==> src/rtl/indicator_pkg.sv <==
// ---------------------------------------------------------------------------
// indicator_pkg
// Shared definitions for the turn-indicator sequencer: FSM state encoding,
// one-hot car-state constants, request encodings and the request-source
// selection helper.
//
// Optional feature macro: TURN_HAZARD_EN (adds the HAZARD state).
// ---------------------------------------------------------------------------
package indicator_pkg;

`ifdef TURN_HAZARD_EN
    typedef enum logic [1:0] {
        IDLE   = 2'd0,
        LEFT   = 2'd1,
        RIGHT  = 2'd2,
        HAZARD = 2'd3
    } fsm_state_t;
`else
    typedef enum logic [1:0] {
        IDLE  = 2'd0,
        LEFT  = 2'd1,
        RIGHT = 2'd2
    } fsm_state_t;
`endif

    // One-hot car states
    localparam logic [3:0] CAR_UNSTARTED   = 4'b0001;
    localparam logic [3:0] CAR_STARTING    = 4'b0010;
    localparam logic [3:0] CAR_MOVING      = 4'b0100;
    localparam logic [3:0] CAR_POWERED_OFF = 4'b1000;

    // Turn request encodings, [1]=left, [0]=right
    localparam logic [1:0] REQ_NONE  = 2'b00;
    localparam logic [1:0] REQ_RIGHT = 2'b01;
    localparam logic [1:0] REQ_LEFT  = 2'b10;

    // Request source select
    localparam logic [1:0] SRC_NONE   = 2'b00;
    localparam logic [1:0] SRC_MANUAL = 2'b01;

    // Picks the active request from the selected source. Both directions at
    // once is contradictory and is treated as no request.
    function automatic logic [1:0] select_request(
        input logic [1:0] module_choose,
        input logic [1:0] manual_req,
        input logic [1:0] auto_req
    );
        logic [1:0] raw;
        if (module_choose == SRC_NONE)
            raw = REQ_NONE;
        else if (module_choose == SRC_MANUAL)
            raw = manual_req;
        else
            raw = auto_req;
        if (raw == 2'b11)
            raw = REQ_NONE;
        return raw;
    endfunction

endpackage

==> src/rtl/indicator_sequencer_blink_timer.sv <==
// ---------------------------------------------------------------------------
// blink_timer
// Phase timer for the indicator lamps. Counts HALF_PERIOD clocks per phase
// and alternates an on/off phase bit, starting in the on-phase after clear.
//
// Ports:
//   clk       system clock
//   rst       asynchronous active-low reset
//   clear     synchronous restart: counter to 0, phase to on
//   run       advance the counter this cycle
//   boundary  high in the last cycle of a phase (phase changes at next edge)
//   phase_on  current phase, 1 = on-phase
//   next_on   phase value that will be registered at the next edge
// ---------------------------------------------------------------------------
module blink_timer #(
    parameter int HALF_PERIOD = 25_000_000
) (
    input  logic clk,
    input  logic rst,
    input  logic clear,
    input  logic run,
    output logic boundary,
    output logic phase_on,
    output logic next_on
);

    localparam int CW = (HALF_PERIOD > 1) ? $clog2(HALF_PERIOD) : 1;
    localparam logic [CW-1:0] LAST = CW'(HALF_PERIOD - 1);

    logic [CW-1:0] count;

    assign boundary = run && (count == LAST);

    // Look-ahead of the phase bit so the lamp registers in the top level can
    // change on the same edge as the phase itself.
    always_comb begin
        next_on = phase_on;
        if (clear)
            next_on = 1'b1;
        else if (boundary)
            next_on = ~phase_on;
    end

    always_ff @(posedge clk or negedge rst) begin
        if (!rst) begin
            count    <= '0;
            phase_on <= 1'b0;
        end else if (clear) begin
            count    <= '0;
            phase_on <= 1'b1;
        end else if (run) begin
            if (count == LAST) begin
                count    <= '0;
                phase_on <= ~phase_on;
            end else begin
                count <= count + 1'b1;
            end
        end
    end

endmodule

==> src/rtl/indicator_sequencer.sv <==
// ---------------------------------------------------------------------------
// indicator_sequencer
// Turn-indicator sequencer. Blinks the left or right lamp on a turn request,
// guaranteeing at least MIN_FLASH complete flashes (comfort blink), allowing
// direction preemption at phase boundaries and forcing the lamps off when the
// car is not powered and starting/moving.
//
// Optional feature macro: TURN_HAZARD_EN (hazard mode, both lamps blink).
//
// Ports:
//   clk            system clock
//   rst            asynchronous active-low reset
//   power_now      car power present
//   state          one-hot car state (0001/0010/0100/1000)
//   module_choose  request source: 00 none, 01 manual, 1x auto
//   manual_req     manual turn request [1]=left [0]=right
//   auto_req       auto-drive turn request, same encoding
//   hazard_req     hazard request (used only with TURN_HAZARD_EN)
//   left_led       left lamp, registered
//   right_led      right lamp, registered
//   busy           FSM not IDLE
// ---------------------------------------------------------------------------
module indicator_sequencer
    import indicator_pkg::*;
#(
    parameter int HALF_PERIOD = 25_000_000,
    parameter int MIN_FLASH   = 3
) (
    input  logic       clk,
    input  logic       rst,
    input  logic       power_now,
    input  logic [3:0] state,
    input  logic [1:0] module_choose,
    input  logic [1:0] manual_req,
    input  logic [1:0] auto_req,
    input  logic       hazard_req,
    output logic       left_led,
    output logic       right_led,
    output logic       busy
);

    localparam int FW = (MIN_FLASH > 0) ? $clog2(MIN_FLASH + 1) : 1;
    localparam logic [FW-1:0] FLASH_MAX = FW'(MIN_FLASH);

    fsm_state_t    state_q;
    fsm_state_t    state_next;
    logic [1:0]    req;
    logic          enable;
    logic          timer_clear;
    logic          timer_run;
    logic          boundary;
    logic          phase_on;
    logic          next_on;
    logic          left_next;
    logic          right_next;
    logic [FW-1:0] flash_count;
    logic          flash_done;

`ifndef TURN_HAZARD_EN
    logic unused_hazard;
    assign unused_hazard = hazard_req;
`endif

    assign req    = select_request(module_choose, manual_req, auto_req);
    assign enable = power_now && ((state == CAR_STARTING) || (state == CAR_MOVING));

    assign flash_done = (flash_count >= FLASH_MAX);

    // Timer restarts whenever the FSM changes state and is held cleared in
    // IDLE, so every blinking state begins with a full on-phase.
    assign timer_run   = (state_q != IDLE);
    assign timer_clear = (state_next != state_q) || (state_next == IDLE);

    blink_timer #(
        .HALF_PERIOD(HALF_PERIOD)
    ) u_timer (
        .clk      (clk),
        .rst      (rst),
        .clear    (timer_clear),
        .run      (timer_run),
        .boundary (boundary),
        .phase_on (phase_on),
        .next_on  (next_on)
    );

    // Next-state logic. Loss of enable wins over everything; an opposite
    // request switches at any phase boundary; a withdrawn request ends the
    // sequence only at the end of an off-phase once enough flashes are done.
    always_comb begin
        state_next = state_q;
        if (!enable) begin
            state_next = IDLE;
        end
`ifdef TURN_HAZARD_EN
        else if (hazard_req && (state_q != HAZARD)) begin
            state_next = HAZARD;
        end
`endif
        else begin
            case (state_q)
                IDLE: begin
                    if (req == REQ_LEFT)
                        state_next = LEFT;
                    else if (req == REQ_RIGHT)
                        state_next = RIGHT;
                end
                LEFT: begin
                    if (boundary) begin
                        if (req == REQ_RIGHT)
                            state_next = RIGHT;
                        else if (!phase_on && (req != REQ_LEFT) && flash_done)
                            state_next = IDLE;
                    end
                end
                RIGHT: begin
                    if (boundary) begin
                        if (req == REQ_LEFT)
                            state_next = LEFT;
                        else if (!phase_on && (req != REQ_RIGHT) && flash_done)
                            state_next = IDLE;
                    end
                end
`ifdef TURN_HAZARD_EN
                HAZARD: begin
                    if (boundary && !phase_on && !hazard_req) begin
                        if (req == REQ_LEFT)
                            state_next = LEFT;
                        else if (req == REQ_RIGHT)
                            state_next = RIGHT;
                        else
                            state_next = IDLE;
                    end
                end
`endif
                default: state_next = IDLE;
            endcase
        end
    end

    // Lamp values are derived from the next state and next phase so they are
    // registered on the same edge as the FSM.
    always_comb begin
        left_next  = 1'b0;
        right_next = 1'b0;
        case (state_next)
            LEFT:    left_next  = next_on;
            RIGHT:   right_next = next_on;
`ifdef TURN_HAZARD_EN
            HAZARD: begin
                left_next  = next_on;
                right_next = next_on;
            end
`endif
            default: begin
                left_next  = 1'b0;
                right_next = 1'b0;
            end
        endcase
    end

    always_ff @(posedge clk or negedge rst) begin
        if (!rst) begin
            state_q   <= IDLE;
            left_led  <= 1'b0;
            right_led <= 1'b0;
        end else begin
            state_q   <= state_next;
            left_led  <= left_next;
            right_led <= right_next;
        end
    end

    // Flash counter: one count per on->off transition, saturating, restarted
    // together with the phase timer.
    always_ff @(posedge clk or negedge rst) begin
        if (!rst)
            flash_count <= '0;
        else if (timer_clear)
            flash_count <= '0;
        else if (boundary && phase_on && (flash_count != FLASH_MAX))
            flash_count <= flash_count + 1'b1;
    end

    assign busy = (state_q != IDLE);

endmodule

==> config.mk <==
export PLATFORM = sky130hd
export DESIGN_NAME = indicator_sequencer
export DESIGN_NICKNAME = d
export VERILOG_FILES = /design/src/rtl/indicator_pkg.sv /design/src/rtl/indicator_sequencer_blink_timer.sv /design/src/rtl/indicator_sequencer.sv
export SDC_FILE = /design/constraint.sdc
export NUM_CORES = 1
export LEC_CHECK = 0
export BUFFER_PORTS_ARGS = -buffer_cell sky130_fd_sc_hd__buf_2
export CORE_MARGIN = 10
export CORE_UTILIZATION = 58
export DETAILED_ROUTE_END_ITERATION = 6
export PLACE_DENSITY = 0.83
export SETUP_SLACK_MARGIN = 0.5
export SLEW_MARGIN = 20
export SYNTH_ARGS = -nofsm -noshare
export SYNTH_HDL_FRONTEND = slang
export SYNTH_SLANG_ARGS = --single-unit
export TNS_END_PERCENT = 5
==> constraint.sdc <==
create_clock -name clk -period 3.95 [get_ports clk]
set_clock_uncertainty 0.2 [all_clocks]
set_input_delay 0.5925 -clock clk [delete_from_list [all_inputs] [get_ports clk]]
set_output_delay 0.5925 -clock clk [all_outputs]
set_load 0.02 [all_outputs]
==> impl_summary.txt, run 1 <==
----------------------------------------------------
[Floorplan]
  Die Area ... 0.00579 mm^2
  Initial cell density of the core ... roughly 60%
  Std cell rows ... 20
  Die Wd ... 76.1 um
  Placeable core region ... 0.00303 mm^2
  IO Pins ... 17
  Chip Height ... 76.1 um

[GRT]
  Pin count of the biggest net entering global routing ... 33
  Residual overflow from global routing ... 0
  Global-route usage over all layers ... 12.7%
  Antenna violations before repair ... 0
  First-pass GRT wire length ... 6.26 mm
  Vias in the first global route ... ~1.5k

[Setup path]
  Worst R2R Start ... u_timer.count[6]
  Biggest cell delay along the critical path ... 0.56 ns
  Critical Path, Cell by Cell ... or4b_1 > or4_4 > nor2_2 > and2_1 > ha_1 > nor2b_1 > mux2i_1 > nor2_1
  Maximum fanout along the worst path ... 7
  Kind of cell adding the most delay to the critical path ... simple AND/OR/NAND/NOR gates
  Sort of element at the start of the critical path ... flip-flop
  Critical path arrival ... 2.96 ns
  Worst setup path startpoint ... u_timer.count[6]
  Buffers plus inverters on the worst setup path ... 0
  Critical path capture point type ... flip-flop
  Cell with the largest stage delay on the worst path ... sky130_fd_sc_hd__or4_4
  Category of the most critical setup path ... reg2reg
  Worst path required time ... 3.96 ns

[Final layout]
  Flip-flop and latch area ... 801 um^2
  Filler Cell Count ... 240
  Final Instance Area ... 0.00198 mm^2
  N_diodes ... 0
  Fraction of layout cells with a size suffix above 1 ... 19.1%
  Commonest non-fill, non-tap cells in the layout ... sky130_fd_sc_hd__nor2_1 (39), sky130_fd_sc_hd__dfrtp_1 (32), sky130_fd_sc_hd__xnor2_1 (20)
  Area overhead of the layout relative to synthesis ... 8.65%
  Area used by multi-input combinational logic ... about 950 um^2
  Post-layout net count ... about 230
  Most common cell after layout, fill and taps aside ... sky130_fd_sc_hd__nor2_1

[CTS]
  Clock Sink Count ... 32
  Setup Buffers After CTS ... 0
  Cell chosen for the clock root ... sky130_fd_sc_hd__clkbuf_4
  Num CTS Buffers ... 5
  Count of instances resized after the clock tree is built ... 0
  Hold-fix buffer count after cts ... 0
  Worst-skew pair later-pin latency ... 0.33 ns
  Clock-pin slew on the worst setup and hold paths ... 0.10 ns
  Clock tree from TritonCTS ... built
  H-tree depth ... 2
  Number of buffers on the longest clock path ... 2

[STA]
  Worst slew slack as a fraction of its limit ... 53.3%
  Setup repair after global routing missed its margin ... no
  Setup-violating endpoint count in the final report ... 0
  Tmin final ... 2.94 ns
  Count of final max-slew check failures ... 0
  Setup Total Neg Slack ... 0 ns
  Maximum clock rate ... 0.340 GHz
  Transition time of the tightest slew-check pin ... 0.701 ns
  Final Hold Vio Count ... 0
  Final critical-path share of the clock period ... 74.5%

[Route]
  Average wire length per cell after detail routing ... 13.8 um
  Total number of vias ... 1,399
  Average via count per standard cell ... 5.53
  Routed Antenna Nets ... 0
  Total detailed-routing wirelength ... between 3 and 4 mm
  DRC Markers ... 0
  Starting DRT DRC Count ... 107
  DR pass1 iterations ... 4

[Pwr]
  Leak Pwr ... between 0.7 and 0.8 nW
  Cell Pwr Density ... about 280 mW/mm^2
  Peak supply drop ... 202 uV

[Min path]
  Min-Delay Path Class ... in2async

[Logic synthesis]
  Synthesized net count ... 209
  Number of library cell types mapped by synthesis ... 42
  Yosys reg bits ... 32
  Syn_area_per_cell ... 9.49 um^2
  Portion of the post-synthesis area used by sequential elements ... 43.9%
  Cells after Synth ... about 190
  Synth Cell Area ... ~0.0018 mm^2
  Yosys warnings ... 0

[Placement]
  Final estimated routing congestion in global placement ... 0.904
  Area after DPL ... 0.00192 mm^2
  Number of I/O port buffers ... 15
  Dpl hpwl ... 2.54 mm

[Run status]
  Outcome ... complete, no violations

[Run]
  Max-cap check violation count ... 0

----------------------------------------------------
through the flow:
stage | power (mW) | util, % | std cells | hold WS, ns | setup WS [ns]
4_1_cts | 0.564 | 65.4 | 253 | 0.116 | 1.00
3_3_place_gp | 0.358 | 63.3 | 246 | 0.291 | 1.08
3_5_place_dp | 0.359 | 63.3 | 246 | 0.304 | 1.01
5_1_grt | 0.581 | 65.4 | 253 | 0.137 | 0.881
2_1_floorplan | 0.344 | - | 192 | 0.0969 | 1.23
6_report | 0.558 | 65.4 | 253 | 0.104 | 1.01
where the power goes:
part,switching [mW],internal [mW]
clock,0.105,0.101
sequential,0.000515,0.328
combinational,0.0146,0.00942
cells in the mapped netlist, drive strengths merged:
cell type	instances	area (um^2)
and2	1	6.26
o22ai	1	6.26
dfrtp	32	801
or2b	2	17.5
nand2b	2	12.5
nor3b	1	7.51
or4bb	1	12.5
a221oi	2	23.8
or4b	1	10.0
nor3	6	30.0
nand4	5	31.3
inv	9	33.8
nor4b	1	8.76
nand2	10	37.5
nor2	40	153
and3	2	12.5
o221ai	1	15.0
ha	3	37.5
nand3	11	55.1
nor4bb	1	10.0
a21oi	4	20.0
or2	2	12.5
mux2i	1	10.0
a211o	1	10.0
o32a	1	11.3
clkbuf	2	7.51
a211oi	2	25.0
xor2	6	52.6
nor4	5	31.3
or4	4	35.0
nand3b	2	15.0
and4	3	30.0
xnor2	20	175
buf	3	30.0
o2111ai	1	8.76
nor2b	2	12.5
a2bb2oi	1	15.0
registers in the layout, summed over array words and instances (netlist names):
signal / flops
u_timer.count: 25
flash_count: 2
state_q: 2
left_led: 1
right_led: 1
u_timer.phase_on: 1
cell type report:
class / instances / share of cell area [%]
clock buffers: 7 / 3.28
inverters: 9 / 1.71
multi-input cells: 146 / 48.0
flip-flops and latches: 32 / 40.4
well taps: 44 / 2.78
repair buffers: 15 / 3.79
per-layer routing:
layer	vias to the layer above	global-route usage (%)	share of wire, %	wire length [um]
met5	-	0	0	0
met4	0	5.20	0.69	24
met3	4	4.60	4.3	149
met2	33	20.1	46	1620
met1	664	15.2	49	1700
li1	698	-	-	-
cell families after synthesis:
| group | count (synthesis) | share of synthesized area [%] |
|---|---|---|
| XOR/XNOR | 26 | 12.5 |
| buffers and inverters | 14 | 3.91 |
| AND/OR/NAND/NOR | 102 | 29.7 |
| flip-flops | 32 | 43.9 |
| AO/OA/AOI/OAI | 14 | 7.41 |
| multiplexers | 1 | 0.549 |
| adder cells (fa/ha/maj) | 3 | 2.06 |
worst paths after layout:
| kind | slack [ns] | endpoint | cells after the start |
|---|---|---|---|
| max | 1.01 | flash_count[1] | 8 |
| min | 0.10 | u_timer.count[10] | 1 |
| max reg2reg | 1.01 | flash_count[1] | 8 |
| min reg2reg | 0.32 | u_timer.count[0] | 1 |
| max in group asynchronous | 3.00 | u_timer.count[6] | 1 |
| min in group clk | 0.32 | u_timer.count[0] | 1 |
Power figures use the tool's default switching activity.
==> run 2: changes to the inputs <==
Settings changed: ABC_AREA from default to 1, CORE_UTILIZATION 58 to 54, PLACE_DENSITY 0.83 to 0.81.
Clock period 3.95 ns to 2.7 ns, I/O delays scaled along.
==> run 2 against run 1 <==
Core utilization is 4.7 points higher; routed wire length is 44% higher; clock power up 140%; register-to-register slack worse by 0.59 ns; combinational power increased to 2.7 times the previous value; fmax is 29% higher; setup slack worse by 0.59 ns; non-clock buffer count is 17 higher; sequential cell count unchanged; cell area grew 32%; largest power group is now the clock network; highest routed layer unchanged.
==> impl_summary.txt, run 2 <==
----------------------------------------------------
[Setup path]
  Kind of cell adding the most delay to the critical path ... simple AND/OR/NAND/NOR gates
  Maximum fanout along the worst path ... 4 (-3)
  Buffers plus inverters on the worst setup path ... 2 (+2)
  Critical path capture point type ... flip-flop
  Worst path required time ... 2.68 ns (-1.28 ns)
  Biggest cell delay along the critical path ... 0.37 ns (-0.19 ns)
  Sort of element at the start of the critical path ... flip-flop
  Critical path arrival ... 2.26 ns (-0.70 ns)
  Category of the most critical setup path ... reg2reg
  Cell occurring most often along the worst timing path ... sky130_fd_sc_hd__nand2_1
  Cell with the largest stage delay on the worst path ... sky130_fd_sc_hd__dfrtp_1
  Critical Path, Cell by Cell ... ha_2 > nand2_2 > nor2_4 > inv_2 > buf_4 > nor2_1 > nand2_1 > nor3_1 > nand2_1 > nand2_1 > nor2_2
  R2r setup slk ... 0.41 ns (-0.59 ns)

[Floorplan]
  Die Wd ... 82.4 um (+8.3%)
  Placeable core region ... 0.00372 mm^2 (+23%)
  Std cell rows ... 22 (+10%)
  Chip Height ... 82.4 um (+8.3%)
  Initial cell density of the core ... 56.6% (-3.6 points)
  IO Pins ... 17 (unchanged)
  Die Area ... 0.00679 mm^2 (+17%)

[Logic synthesis]
  Most used flip-flop cell after synthesis ... sky130_fd_sc_hd__dfrtp_1
  Yosys reg bits ... 32 (unchanged)
  Leading post-synthesis cells by cell area ... sky130_fd_sc_hd__dfrtp_1 (38%), sky130_fd_sc_hd__nand2_1 (12%), sky130_fd_sc_hd__nor2_4 (7.5%)
  Number of synthesized flops with an enable pin ... 0 (unchanged)
  Syn_area_per_cell ... 7.65 um^2 (-19%)
  Synth Cell Area ... 0.00210 mm^2 (+15%)
  Async set-reset flop share out of synthesis ... 100% (unchanged)
  Adder-Cell Fraction of Synth Area ... 1.78% (-0.27 points)
  Proportion of synthesized area in mux cells ... 0% (-0.55 points)
  Synth Area in Simple Gates ... 44.7% (+15 points)
  Post-synthesis cell type with the largest combined area ... sky130_fd_sc_hd__dfrtp_1
  Dominant combinational cell family by area after synthesis ... simple AND/OR/NAND/NOR gates
  Yosys warnings ... 0 (unchanged)
  Complex-gate fraction of the synthesized area ... 4.34% (-3.1 points)
  Portion of the post-synthesis area used by sequential elements ... 38.1% (-5.9 points)
  Area share of the largest cell type after synthesis ... 38.1% (-5.9 points)
  Number of library cell types mapped by synthesis ... 29 (-31%)
  Synthesized net count ... 292 (+40%)
  Xor and xnor area share after synthesis ... 3.33% (-9.2 points)
  Synth cell count leaders ... sky130_fd_sc_hd__nand2_1 (68), sky130_fd_sc_hd__dfrtp_1 (32), sky130_fd_sc_hd__nor2_1 (31), sky130_fd_sc_hd__inv_1 (26), sky130_fd_sc_hd__nand3_1 (18)
  Most common cell in the netlist ... sky130_fd_sc_hd__nand2_1
  Cells after Synth ... 275 (+43%)

[Route]
  Average wire length per cell after detail routing ... 14.0 um (+1.2%)
  Total number of vias ... 1,928 (+38%)
  Routed Antenna Nets ... 0 (unchanged)
  Starting DRT DRC Count ... 116 (+8.4%)
  DR pass1 iterations ... 4 (unchanged)
  Total detailed-routing wirelength ... 5.04 mm (+44%)
  DRC Markers ... 0 (unchanged)
  Average via count per standard cell ... 5.34 (-3.4%)

[GRT]
  Residual overflow from global routing ... 0 (unchanged)
  First-pass GRT wire length ... 8.00 mm (+28%)
  Global-route usage over all layers ... 14.8% (+2.1 points)
  Pin count of the biggest net entering global routing ... 33 (unchanged)
  Antenna violations before repair ... 0 (unchanged)
  Vias in the first global route ... 1,871 (+28%)

[STA]
  Maximum clock rate ... 0.438 GHz (+29%)
  Tmin final ... 2.29 ns (-0.657 ns)
  Hold slack ... 0.350 ns (+0.246 ns)
  Setup repair after global routing missed its margin ... yes
  Transition time of the tightest slew-check pin ... 0.693 ns (-0.00819 ns)
  Setup-violating endpoint count in the final report ... 0 (unchanged)
  Worst slew slack as a fraction of its limit ... 53.8% (+0.55 points)
  Count of final max-slew check failures ... 0 (unchanged)
  Setup Total Neg Slack ... 0 ns (unchanged)
  Final Hold Vio Count ... 0 (unchanged)
  Final critical-path share of the clock period ... 84.6% (+10 points)

[Final layout]
  Filler Cell Count ... 291 (+21%)
  N_diodes ... 0 (unchanged)
  Top reg by flops ... u_timer.count
  Non-filler cells, final ... 361 (+43%)
  Fraction of layout cells with a size suffix above 1 ... 35.5% (+16 points)
  Commonest non-fill, non-tap cells in the layout ... sky130_fd_sc_hd__nand2_1 (64), sky130_fd_sc_hd__dfrtp_1 (29), sky130_fd_sc_hd__inv_1 (26)
  Post-layout net count ... 329 (+46%)
  Area overhead of the layout relative to synthesis ... 23.9%
  Final Instance Area ... 0.00261 mm^2 (+32%)
  Most common cell after layout, fill and taps aside ... sky130_fd_sc_hd__nand2_1
  Biggest registers after layout ... u_timer.count x25, flash_count x2, state_q x2
  Flip-flop count of the largest register, all copies and words added ... 25 (unchanged)

[Placement]
  Final estimated routing congestion in global placement ... 0.923 (+2.1%)
  Area after DPL ... 0.00221 mm^2 (+16%)
  Number of I/O port buffers ... 15 (unchanged)
  Post-placement cell count ... 337 (+37%)
  Dpl hpwl ... 3.19 mm (+25%)

[Pwr]
  Peak supply drop ... 276 uV (+36%)
  Leak Pwr ... 1.08 nW (+45%)
  Switching share of total power ... 20.5% (-1.0 points)
  Internal power contribution ... 830 uW (+90%)
  Portion of total power attributed to combinational logic ... 6.2% (+1.9 points)
  Share of total power in the clock network ... 47.7% (+11 points)
  Cell Pwr Density ... 401 mW/mm^2 (+42%)
  Power after layout ... 1.04 mW (+87%)
  Share of power burned in registers ... 46.2% (-13 points)
  Reported net switching power ... 214 uW (+78%)

[CTS]
  H-tree depth ... 2 (unchanged)
  Cell chosen for the clock root ... sky130_fd_sc_hd__clkbuf_8
  Clock tree from TritonCTS ... built
  Clock Sink Count ... 32 (unchanged)
  Number of buffers on the longest clock path ... 2 (unchanged)
  Num CTS Buffers ... 5 (unchanged)
  Clock-pin slew on the worst setup and hold paths ... 0.07 ns (-0.03 ns)
  Worst-skew pair later-pin latency ... 0.29 ns (-0.04 ns)

[Run]
  Max-cap check violation count ... 0 (unchanged)

[Min path]
  Min-Delay Path Class ... reg2reg

[Run status]
  Outcome ... complete, no violations

----------------------------------------------------
-- run 2: cell count changes after synthesis, moves of 7 or more --
cell                      delta
sky130_fd_sc_hd__nand2_1    +58
sky130_fd_sc_hd__xnor2_1    -18
sky130_fd_sc_hd__inv_1      +17
sky130_fd_sc_hd__nor2_4     +14
sky130_fd_sc_hd__nor2_2     +11
sky130_fd_sc_hd__nand2_2    +10
sky130_fd_sc_hd__inv_2       +8
sky130_fd_sc_hd__nor2_1      -8
sky130_fd_sc_hd__o21ai_0     +8
sky130_fd_sc_hd__nand3_1     +7
-- run 2: kinds of logic (layout without fill, tap and decap cells) --
logic type | Yosys count | count (layout)
buffers and inverters | 37 | 75
AO/OA/AOI/OAI | 14 | 14
adder cells (fa/ha/maj) | 3 | 3
flip-flops | 32 | 32
AND/OR/NAND/NOR | 181 | 181
XOR/XNOR | 8 | 8
-- run 2: power by group through the flow --
stage / clock network, mW / logic, mW / registers [mW]
2_1_floorplan: 0 / 0.0267 / 0.491
3_3_place_gp: 0 / 0.0481 / 0.491
6_report: 0.498 / 0.0644 / 0.482
5_1_grt: 0.524 / 0.0713 / 0.481
4_1_cts: 0.504 / 0.0596 / 0.482
3_5_place_dp: 0 / 0.0495 / 0.491
-- run 2: layer usage --
metal  global-route usage (%)  part of all wire (%)  vias up
li1                         -                     -      943
met1                     17.6                    40      897
met2                     25.4                    51       66
met3                     3.46                   4.9       22
met4                     5.27                   3.5        0
met5                        0                     0        -
-- run 2: path summary, 6_finish.rpt --
kind	startpoint	end	cells past startpoint
worst max-delay path	u_timer.count[0]	u_timer.count[24]	11
worst min-delay path	flash_count[1]	flash_count[1]	2
worst max register to register	u_timer.count[0]	u_timer.count[24]	11
worst min register to register	flash_count[1]	flash_count[1]	2
max in group asynchronous	rst	u_timer.count[17]	2
min in group asynchronous	rst	flash_count[0]	2
-- run 2: worst min-delay path: stages (launching register included) --
cell and delay (ns):
sky130_fd_sc_hd__dfrtp_1 0.39, sky130_fd_sc_hd__nand2_1 0.07, sky130_fd_sc_hd__a21oi_1 0.05
-- run 2: repair_timing --
action,CTS,global route
hold endpoints to repair,32,0
setup endpoints to repair,28,30
hold buffers,1,0
gates resized for setup,5,27
pin swaps,3,9
buffers inserted,7,8
-- run 2: cell type report --
class | count | area (um^2) | area share (%)
Multi-Input combinational cell | 206 | 1230 | 47.4
Sequential cell | 32 | 805 | 30.9
Timing Repair Buffer | 32 | 246 | 9.46
Inverter | 35 | 134 | 5.14
Clock buffer | 7 | 96.3 | 3.70
Tap cell | 48 | 60.1 | 2.30
Clock inverter | 1 | 30.0 | 1.15
-- run 2: metrics by stage --
| stage | util, % | worst slack [ns] |
|---|---|---|
| global route | 70.1 | 0.350 |
| floorplan | - | 0.585 |
| CTS | 66.4 | 0.486 |
| global placement | 59.6 | 0.291 |
| detailed placement | 59.6 | 0.235 |
| finish | 70.1 | 0.415 |
